--- src/rtl/pattern_detector.sv ---
// pattern_detector
//   Serial pattern detector. Bits arrive MSB-first on inp, one per edge with
//   in_valid high. They are compared against a run-time loadable N-bit
//   pattern, in overlapping or non-overlapping mode. A one-cycle registered
//   strobe marks each match, and a saturating counter tallies the matches.
//
// Ports
//   clk          rising-edge clock
//   rst          asynchronous, active-low reset
//   inp          serial data bit (MSB of the pattern first)
//   in_valid     qualifies inp on the current edge
//   pat_load     load pat_in as the new pattern; clears history and fill
//   pat_in       pattern value to load (N bits)
//   overlap      1 = overlapping matches, 0 = non-overlapping
//   clr_cnt      synchronous clear of match_count (wins over an increment)
//   outp         registered match strobe, one cycle wide
//   match_count  saturating match count (CNT_W bits)
//   fill         number of valid history bits, 0..N
//
// Configuration
//   PATTERN_DETECTOR_COUNT_EN: when defined, the match counter is built and
//   clr_cnt is honoured. When undefined, match_count is tied to 0 and
//   clr_cnt is ignored.
module pattern_detector #(
  parameter int              N         = 4,
  parameter int              CNT_W     = 8,
  parameter logic [N-1:0]    RESET_PAT = 4'b1011
) (
  input  logic                     clk,
  input  logic                     rst,
  input  logic                     inp,
  input  logic                     in_valid,
  input  logic                     pat_load,
  input  logic [N-1:0]             pat_in,
  input  logic                     overlap,
  input  logic                     clr_cnt,
  output logic                     outp,
  output logic [CNT_W-1:0]         match_count,
  output logic [$clog2(N+1)-1:0]   fill
);

  localparam int FW = $clog2(N+1);

  // The FSM state is carried by the fill counter itself.
  localparam logic [FW-1:0] FILL_EMPTY = '0;
  localparam logic [FW-1:0] FILL_ARMED = FW'(N);

  logic [N-1:0]  pat_q,  pat_d;
  logic [N-1:0]  hist_q, hist_d;
  logic [FW-1:0] fill_q, fill_d;
  logic          outp_q, outp_d;

  logic [N-1:0]  hist_shift;
  logic [FW-1:0] fill_inc;
  logic          accept;
  logic          match;

  always_comb begin
    hist_shift = {hist_q[N-2:0], inp};
    accept     = in_valid && !pat_load;
    fill_inc   = (fill_q == FILL_ARMED) ? FILL_ARMED : fill_q + FW'(1);
    // Only a bit that leaves the history completely full can match.
    match      = accept && (fill_inc == FILL_ARMED) && (hist_shift == pat_q);

    pat_d  = pat_q;
    hist_d = hist_q;
    fill_d = fill_q;
    outp_d = 1'b0;

    if (pat_load) begin
      // A load restarts detection; any bit on this edge is discarded.
      pat_d  = pat_in;
      hist_d = '0;
      fill_d = FILL_EMPTY;
    end else if (accept) begin
      hist_d = hist_shift;
      fill_d = fill_inc;
      if (match) begin
        outp_d = 1'b1;
        if (!overlap) begin
          // Non-overlapping: the next match must be built from N fresh bits.
          hist_d = '0;
          fill_d = FILL_EMPTY;
        end
      end
    end
  end

  always_ff @(posedge clk or negedge rst) begin
    if (!rst) begin
      pat_q  <= RESET_PAT;
      hist_q <= '0;
      fill_q <= FILL_EMPTY;
      outp_q <= 1'b0;
    end else begin
      pat_q  <= pat_d;
      hist_q <= hist_d;
      fill_q <= fill_d;
      outp_q <= outp_d;
    end
  end

  assign outp = outp_q;
  assign fill = fill_q;

`ifdef PATTERN_DETECTOR_COUNT_EN
  logic [CNT_W-1:0] cnt_q, cnt_d;

  always_comb begin
    cnt_d = cnt_q;
    if (clr_cnt) begin
      cnt_d = '0;
    end else if (match && (cnt_q != {CNT_W{1'b1}})) begin
      cnt_d = cnt_q + CNT_W'(1);
    end
  end

  always_ff @(posedge clk or negedge rst) begin
    if (!rst) begin
      cnt_q <= '0;
    end else begin
      cnt_q <= cnt_d;
    end
  end

  assign match_count = cnt_q;
`else
  // Without the counter, clr_cnt has no function.
  logic unused_clr_cnt;
  assign unused_clr_cnt = clr_cnt;
  assign match_count    = '0;
`endif

endmodule

--- config.mk ---
export PLATFORM = sky130hd
export DESIGN_NAME = pattern_detector
export DESIGN_NICKNAME = d
export VERILOG_FILES = /design/src/rtl/pattern_detector.sv
export SDC_FILE = /design/constraint.sdc
export NUM_CORES = 1
export LEC_CHECK = 0
export CORE_AREA = 2 2 43 45
export DETAILED_ROUTE_END_ITERATION = 8
export DIE_AREA = 0 0 45 47
export PLACE_DENSITY_LB_ADDON = 0.25
export SLEW_MARGIN = 20
export SYNTH_ARGS = -nofsm -noshare
export SYNTH_HDL_FRONTEND = slang
export SYNTH_SLANG_ARGS = --single-unit
--- constraint.sdc ---
create_clock -name clk -period 2.3 [get_ports clk]
set_input_delay 0.345 -clock clk [delete_from_list [all_inputs] [get_ports clk]]
set_output_delay 0.345 -clock clk [all_outputs]
set_load 0.02 [all_outputs]
* Word level (Yosys, flattened, before mapping)
Index checks and enable logic that the tools add are counted.
** Storage, ports and cells
- Register bits after elaboration :: 11
- Word-level logic and storage cells :: 25
** Cells by class
- Add/subtract/negate cells :: 1
- Equal/unequal tests :: 3
- Muxes and demuxes :: 12
- Reduce and logical (&&, ||, !) cells :: 5
** Operator list (count)
- 2-to-1 mux 3 bit :: 9
- equality test 3 bit (second input constant) :: 2
- equality test 4 bit :: 1
- adder 3 x 1 -> 3 bit (second input constant) :: 1
- logical AND 1 bit :: 3
- 2-to-1 mux 1 bit :: 3
- nonzero test 2 bit :: 1
- logical NOT 1 bit :: 1

* Longest topological paths before layout
Gate-level depths: netlist of run 1.
- Depth in word-level cells :: 8
- Mapped depth :: 6

* Least setup slack after synthesis of run 1
No wires, ideal clock.
- Path type :: register to register
- From :: reg fill_q[0], in the netlist fill[0]
- To :: reg hist_q[0]
- Setup time :: 0.122 ns
- Data arrival time :: 1.625 ns
- Slack :: 0.554 ns
- Cell stages (with the launch flop) :: 7
- Clock period less this slack :: 1.746 ns
- Path through :: dfrtp_1 -> inv_1 -> ha_1 -> nand2_1 -> a2111o_1 -> nand3b_4 -> a32o_1
** Between the ends
- Cells in the longest elaborated chain, start to end :: 8
- Elaborated cells on any way between the ends :: 9
- Classes of those cells :: add/sub: 1; eq/ne: 2; mux: 4; reduce/logical: 2
** RTL lines
- start, declared :: line 50 : logic [FW-1:0] fill_q, fill_d;
- start signal, assigned :: line 98 : fill_q <= fill_d;
- adder 3 x 1 -> 3 bit or equality test 3 bit (tied branches) :: line 61 : fill_inc = (fill_q == FILL_ARMED) ? FILL_ARMED : fill_q + FW'(1);
- 2-to-1 mux 3 bit (*) :: line 61
- equality test 3 bit (*) :: line 63 : match = accept && (fill_inc == FILL_ARMED) && (hist_shift == pat_q);
- logical AND 1 bit (*) (2 in series) :: line 63
- 2-to-1 mux 3 bit (*) :: line 78 : if (match) begin
- 2-to-1 mux 3 bit (*) :: line 75 : end else if (accept) begin
- 2-to-1 mux 3 bit (*) :: line 70 : if (pat_load) begin
- end signal, assigned :: line 97 : hist_q <= hist_d;
- end, declared :: line 49 : logic [N-1:0] hist_q, hist_d;
Every way passes the cells marked *; elsewhere a longest branch is shown, timed or not. The select of a mux whose other input is x is not followed.
A chain may end at the register's enable or synchronous reset.

* Worst setup path after layout of run 1
Same ends and word-level chain as after synthesis.

==> results.json, run 1 <==
{
  "arrival_ns": 1.90,
  "initial_core_util": 0.369,
  "finalSetupTns_ns": 0,
  "clkPwrFrac": 0.311,
  "status": "finished clean",
  "root_buffer": "clkbuf_4",
  "final_hold_viol_count": 0,
  "first_global_vias": 409,
  "period_share": 0.757,
  "grt_max_degree": 12,
  "drt_iter0_markers": 3,
  "power.internal_mw": 0.316,
  "rr_endpoint": "hist_q[0]",
  "coreArea_um2": 1650,
  "power.share.switching": 0.270,
  "layout_setup_ws_ns": 0.559,
  "grt.overflow.total": 0,
  "cts_buffer_depth": 2,
  "synthToLayoutAreaGrowth_pct": 24.0,
  "place_hpwl_um": 777,
  "cts_setup_buffers": 0,
  "synth_area_per_cell_um2": 11.9,
  "ys.flop_type": "dfrtp_1",
  "final.setup_skew_ns": 0.00242,
  "seqPwrFrac": 0.505,
  "p_total_mw": 0.433,
  "grtUsageTotal": 0.126,
  "fp.dieH_um": 47,
  "ctsHoldBuffers": 0,
  "postCtsResizedCells": 0,
  "die_area_um2": 2120,
  "clock_sinks": 11,
  "cts.clk_slew.worst_paths_ns": 0.07,
  "cts_tree": "done",
  "clkLatencyLatePin_ns": 0.27,
  "min_path_type": "input port to asynchronous set/reset pin",
  "io_buffers": 13,
  "antenna_found_initial": 0,
  "reg2reg_depth": 6,
  "fp-row-count": 15,
  "max_freq_mhz": 574,
  "drcViolationCount": 0,
  "power_density_nw_per_um2": 573,
  "r2r_start": "fill[0]",
  "fillers": 164,
  "n_antenna_cell": 0,
  "synth-edff-count": 0,
  "start_kind": "flip-flop",
  "chipWidth_um": 45,
  "drt_wl_total_um": 986,
  "cp_num_buf_inv": 1,
  "drive_gt1_frac": 0.209,
  "yosys_warnings": 0,
  "critPathSlowestCell": "a2111o_1",
  "crit_family": "compound AO/OA/AOI/OAI gates",
  "drv_cap": 0,
  "cellLeakagePower_nw": 0.363,
  "synth_area_um2": 609,
  "fin_nets": 81,
  "grt_pass1_wl_um": 1810,
  "pin_count": 23,
  "vias": 414,
  "synth.distinct_cells": 21,
  "synthCells": 51,
  "ir_worst_vdd_uv": 251,
  "htree_num_levels": 1,
  "maxSlewViolCount": 0,
  "p_sw_mw": 0.117,
  "setup.worst_path.class": "flip-flop to flip-flop",
  "crit_required_ns": 2.46,
  "reg2reg_slack_ns": 0.56,
  "cp_cell_sequence": "inv_1, ha_1, nand2_1, a2111o_1, nand3b_4, a32o_1",
  "ys_seq_elements": 11,
  "viasPerCell": 4.93,
  "period_needed_ns": 1.74,
  "first_pass_iters": 2,
  "end_kind": "flip-flop",
  "wire_per_inst_um": 11.7,
  "seq_area_frac_synth": 0.458,
  "finalHoldWorstSlack_ns": 0.401,
  "cp_slowest_stage_delay_ns": 0.44,
  "antenna_left": 0,
  "gp_congestion": 0.719,
  "pre_cts_ws_ns": 0.312,
  "cts-buffers-inserted": 3,
  "crit_fanout": 4,
  "setup_viol": 0,
  "synthArstFlopShare": 1.00,
  "comb_power_share": 0.184,
  "rsz0062_at_grt": "false"
}
metal layers:
metal  share of wire  global-route usage  vias to the layer above
li1                -                   -                      196
met1            0.42               0.153                      195
met2            0.47               0.194                       19
met3           0.067              0.0231                        4
met4           0.037               0.106                        0
met5               0                   0                        -
kinds of logic (layout without fill, tap and decap cells):
family,Yosys count,count (layout),share of synthesized area
buffers and inverters,11,20,0.119
xor gates and xnor gates,4,4,0.0575
other,1,8,0.00615
AOI/OAI and AO/OA,6,6,0.101
muxes,6,6,0.109
and+or+nand+nor,10,10,0.109
adders and majority gates,2,2,0.0411
DFF,11,11,0.458
through the flow:
stage	util	std cells	instance area, um2
detailed placement	0.442	80	729
CTS	0.458	84	756
finish	0.458	84	756
global placement	0.442	80	729
floorplan	-	58	636
global route	0.458	84	756
synthesized netlist by cell type, types with 2 or more instances:
master   n  area share
a32o_1   3       0.049
nor2_1   3       0.018
dfstp_2  3        0.13
buf_4    8       0.099
dfrtp_1  8        0.33
inv_1    2       0.012
xor2_1   4       0.057
mux2_2   5       0.092
nand2_1  2       0.012
ha_1     2       0.041
worst register-to-register path, cell delays in order (launching register included):
cell	delay (ns)
dfrtp_1	0.40
inv_1	0.11
ha_1	0.17
nand2_1	0.07
a2111o_1	0.44
nand3b_4	0.18
a32o_1	0.27
cell type report:
type,instances,area [um2],share of cell area
multi-input cells,36,284,0.376
flip-flops and latches,11,279,0.369
repair buffers,14,138,0.182
clock buffers,4,26.3,0.0348
well taps,17,21.3,0.0281
inverters,2,7.51,0.00993
flip-flops by register name (all words and copies together) (netlist names):
| signal | count |
|---|---|
| hist_q | 3 |
| pat_q | 4 |
| fill | 3 |
| outp | 1 |
power by group through the flow:
stage / registers [mW] / logic [mW] / clock network (mW)
4_1_cts: 0.218 / 0.0813 / 0.141
3_5_place_dp: 0.222 / 0.0811 / 0
3_3_place_gp: 0.222 / 0.0805 / 0
5_1_grt: 0.221 / 0.0900 / 0.149
2_1_floorplan: 0.223 / 0.0562 / 0
6_report: 0.218 / 0.0797 / 0.135
layout by cell type, fill, tap and decap left out:
cell | synthesis | routed
clkdlybuf4s50_1 | 0 | 13
conb_1 | 1 | 8
dfrtp_1 | 8 | 8
mux2_2 | 5 | 5
xor2_1 | 4 | 4
nor2_1 | 3 | 3
a32o_1 | 3 | 3
clkbuf_4 | 0 | 3
dfstp_2 | 3 | 3
inv_1 | 2 | 2
nand2_1 | 2 | 2
ha_1 | 2 | 2
a2111o_1 | 1 | 1
nor2b_1 | 1 | 1
nand3b_1 | 1 | 1
o211a_1 | 1 | 1
nor4b_1 | 1 | 1
nor3_1 | 1 | 1
nand3b_4 | 1 | 1
a22o_2 | 1 | 1
mux2i_1 | 1 | 1
clkbuf_1 | 0 | 1
buf_4 | 8 | 1
worst max path at each step:
stage,from,to,slack (ns),depth (start not counted)
2_1_floorplan,fill[0],hist_q[0],0.55,6
3_3_place_gp,in_valid,hist_q[2],0.28,5
3_5_place_dp,in_valid,hist_q[0],0.31,5
4_1_cts,fill[0],hist_q[0],0.53,6
5_1_grt,fill[0],hist_q[0],0.41,6
6_report,fill[0],hist_q[0],0.56,6
Power figures use the tool's default switching activity.
==> run 2, diff against run 1 <==
- clock period: 2.3 -> 1.75 ns (I/O delays scaled with it)
==> run 2 against run 1 <==
Fmax is 5.9% higher; register-to-register slack got worse by 0.45 ns; first-iteration DRC count down 67%; total power grew 34%; global-route usage down 1.0 points; routed wire length is 3.0% higher; hold slack worse by 0.072 ns; combinational power grew 47%; sequential share of layout area decreased by 1.7 points; highest routed layer unchanged.
==> results.json, run 2 (same netlist as run 1, synthesis figures left out) <==
{
  "status": "finished clean",
  "cts_buffer_depth": 2,
  "die_area_um2": 2120,
  "first_pass_iters": 4,
  "end_kind": "flip-flop",
  "grt_pass1_wl_um": 1700,
  "critPathSlowestCell": "a2111o_1",
  "grt.overflow.total": 0,
  "period_share": 0.940,
  "crit_family": "compound AO/OA/AOI/OAI gates",
  "max_freq_mhz": 608,
  "antenna_left": 0,
  "first_global_vias": 395,
  "setup_viol": 0,
  "drt_wl_total_um": 1020,
  "drcViolationCount": 0,
  "worstMarginPinSlew_ns": 0.520,
  "initial_core_util": 0.369,
  "cp_num_buf_inv": 1,
  "n_antenna_cell": 0,
  "max_slew_margin": 0.652,
  "maxSlewViolCount": 0,
  "place_hpwl_um": 831,
  "crit_required_ns": 1.91,
  "clock_sinks": 11,
  "synthToLayoutAreaGrowth_pct": 30.2,
  "ir_worst_vdd_uv": 396,
  "cts_setup_buffers": 0,
  "grtUsageTotal": 0.116,
  "period_needed_ns": 1.64,
  "coreArea_um2": 1650,
  "power_density_nw_per_um2": 731,
  "pin_count": 23,
  "final_hold_viol_count": 0,
  "largest_reg_flops": 4,
  "htree_num_levels": 1,
  "vias": 424,
  "final_cell_mix": "13 x clkdlybuf4s50_1, 8 x conb_1, 8 x dfrtp_1",
  "rsz0062_at_grt": "false",
  "cts_tree": "done",
  "postCtsResizedCells": 0,
  "arrival_ns": 1.80,
  "gp_congestion": 0.720,
  "fp-row-count": 15,
  "cp_slowest_stage_delay_ns": 0.39,
  "cp_cell_sequence": "inv_1, ha_1, nand2_1, a2111o_1, nand3b_4, a32o_1",
  "cellLeakagePower_nw": 0.388,
  "crit_fanout": 4,
  "finalHoldWorstSlack_ns": 0.329,
  "io_buffers": 13,
  "setup.worst_path.class": "flip-flop to flip-flop",
  "cts-buffers-inserted": 3,
  "fillers": 169,
  "clkLatencyLatePin_ns": 0.27,
  "chipWidth_um": 45,
  "ctsHoldBuffers": 0,
  "fin_nets": 86,
  "final_common_cell": "clkdlybuf4s50_1",
  "p_total_mw": 0.580,
  "grt_max_degree": 12,
  "antenna_found_initial": 0,
  "drv_cap": 0,
  "drt_iter0_markers": 1,
  "wire_per_inst_um": 11.4,
  "top_register": "pat_q",
  "start_kind": "flip-flop",
  "fp.dieH_um": 47,
  "cts.clk_slew.worst_paths_ns": 0.07,
  "viasPerCell": 4.76,
  "root_buffer": "clkbuf_4",
  "min_path_type": "input port to asynchronous set/reset pin",
  "drive_gt1_frac": 0.264,
  "final.setup_skew_ns": 0.00483
}
[run 2: cell count changes in the layout (fill, tap and decap cells not counted), sizes merged]
cell and delta:
buf +5
[run 2: worst paths after layout]
path                                   to  cells past startpoint  slack, ns  startpoint
worst max-delay path            hist_q[0]                      6       0.11     fill[0]
worst min-delay path            hist_q[1]                      1       0.33         rst
worst max register to register  hist_q[0]                      6       0.11     fill[0]
worst min register to register  hist_q[2]                      1       0.51   hist_q[2]
max in group asynchronous        pat_q[1]                      1       1.05         rst
min in group clk                hist_q[2]                      1       0.51   hist_q[2]
[run 2: metrics by stage]
| stage | TNS, ns | instance area (um2) | setup slack, ns | util | std cells |
|---|---|---|---|---|---|
| after detailed placement | -0.0196 | 767 | -0.0101 | 0.464 | 85 |
| after CTS | 0 | 793 | 0.0453 | 0.480 | 89 |
| final | 0 | 793 | 0.105 | 0.480 | 89 |
| after global routing | 0 | 793 | 0.0163 | 0.480 | 89 |
| after global placement | -0.0165 | 767 | -0.00758 | 0.464 | 85 |
| after floorplan | 0 | 636 | 0.00395 | - | 58 |
[run 2: worst register-to-register path, cell delays in order (launching register included)]
cell and delay (ns):
dfrtp_1 0.38, inv_1 0.08, ha_1 0.16, nand2_1 0.08
a2111o_1 0.39, nand3b_4 0.18, a32o_1 0.27
[run 2: routing by layer]
metal	vias up	wire length [um]	share of wire	global-route usage
li1	205	-	-	-
met4	0	21	0.021	0.0706
met1	198	454	0.45	0.144
met5	-	0	0	0
met3	2	68	0.067	0.0269
met2	19	472	0.46	0.183
[run 2: cell type report]
class	count	area (um2)	area share
multi-input combinational	36	284	0.358
tap	17	21.3	0.0268
inverter	2	7.51	0.00946
timing repair buffer	19	175	0.221
clock buffer	4	26.3	0.0331
sequential	11	279	0.352
[run 2: power by group]
part / total, mW / internal, mW / switching [mW]
clock network: 0.177 / 0.0883 / 0.0890
registers: 0.286 / 0.275 / 0.0109
logic: 0.117 / 0.0609 / 0.0561
total: 0.580 / 0.424 / 0.156
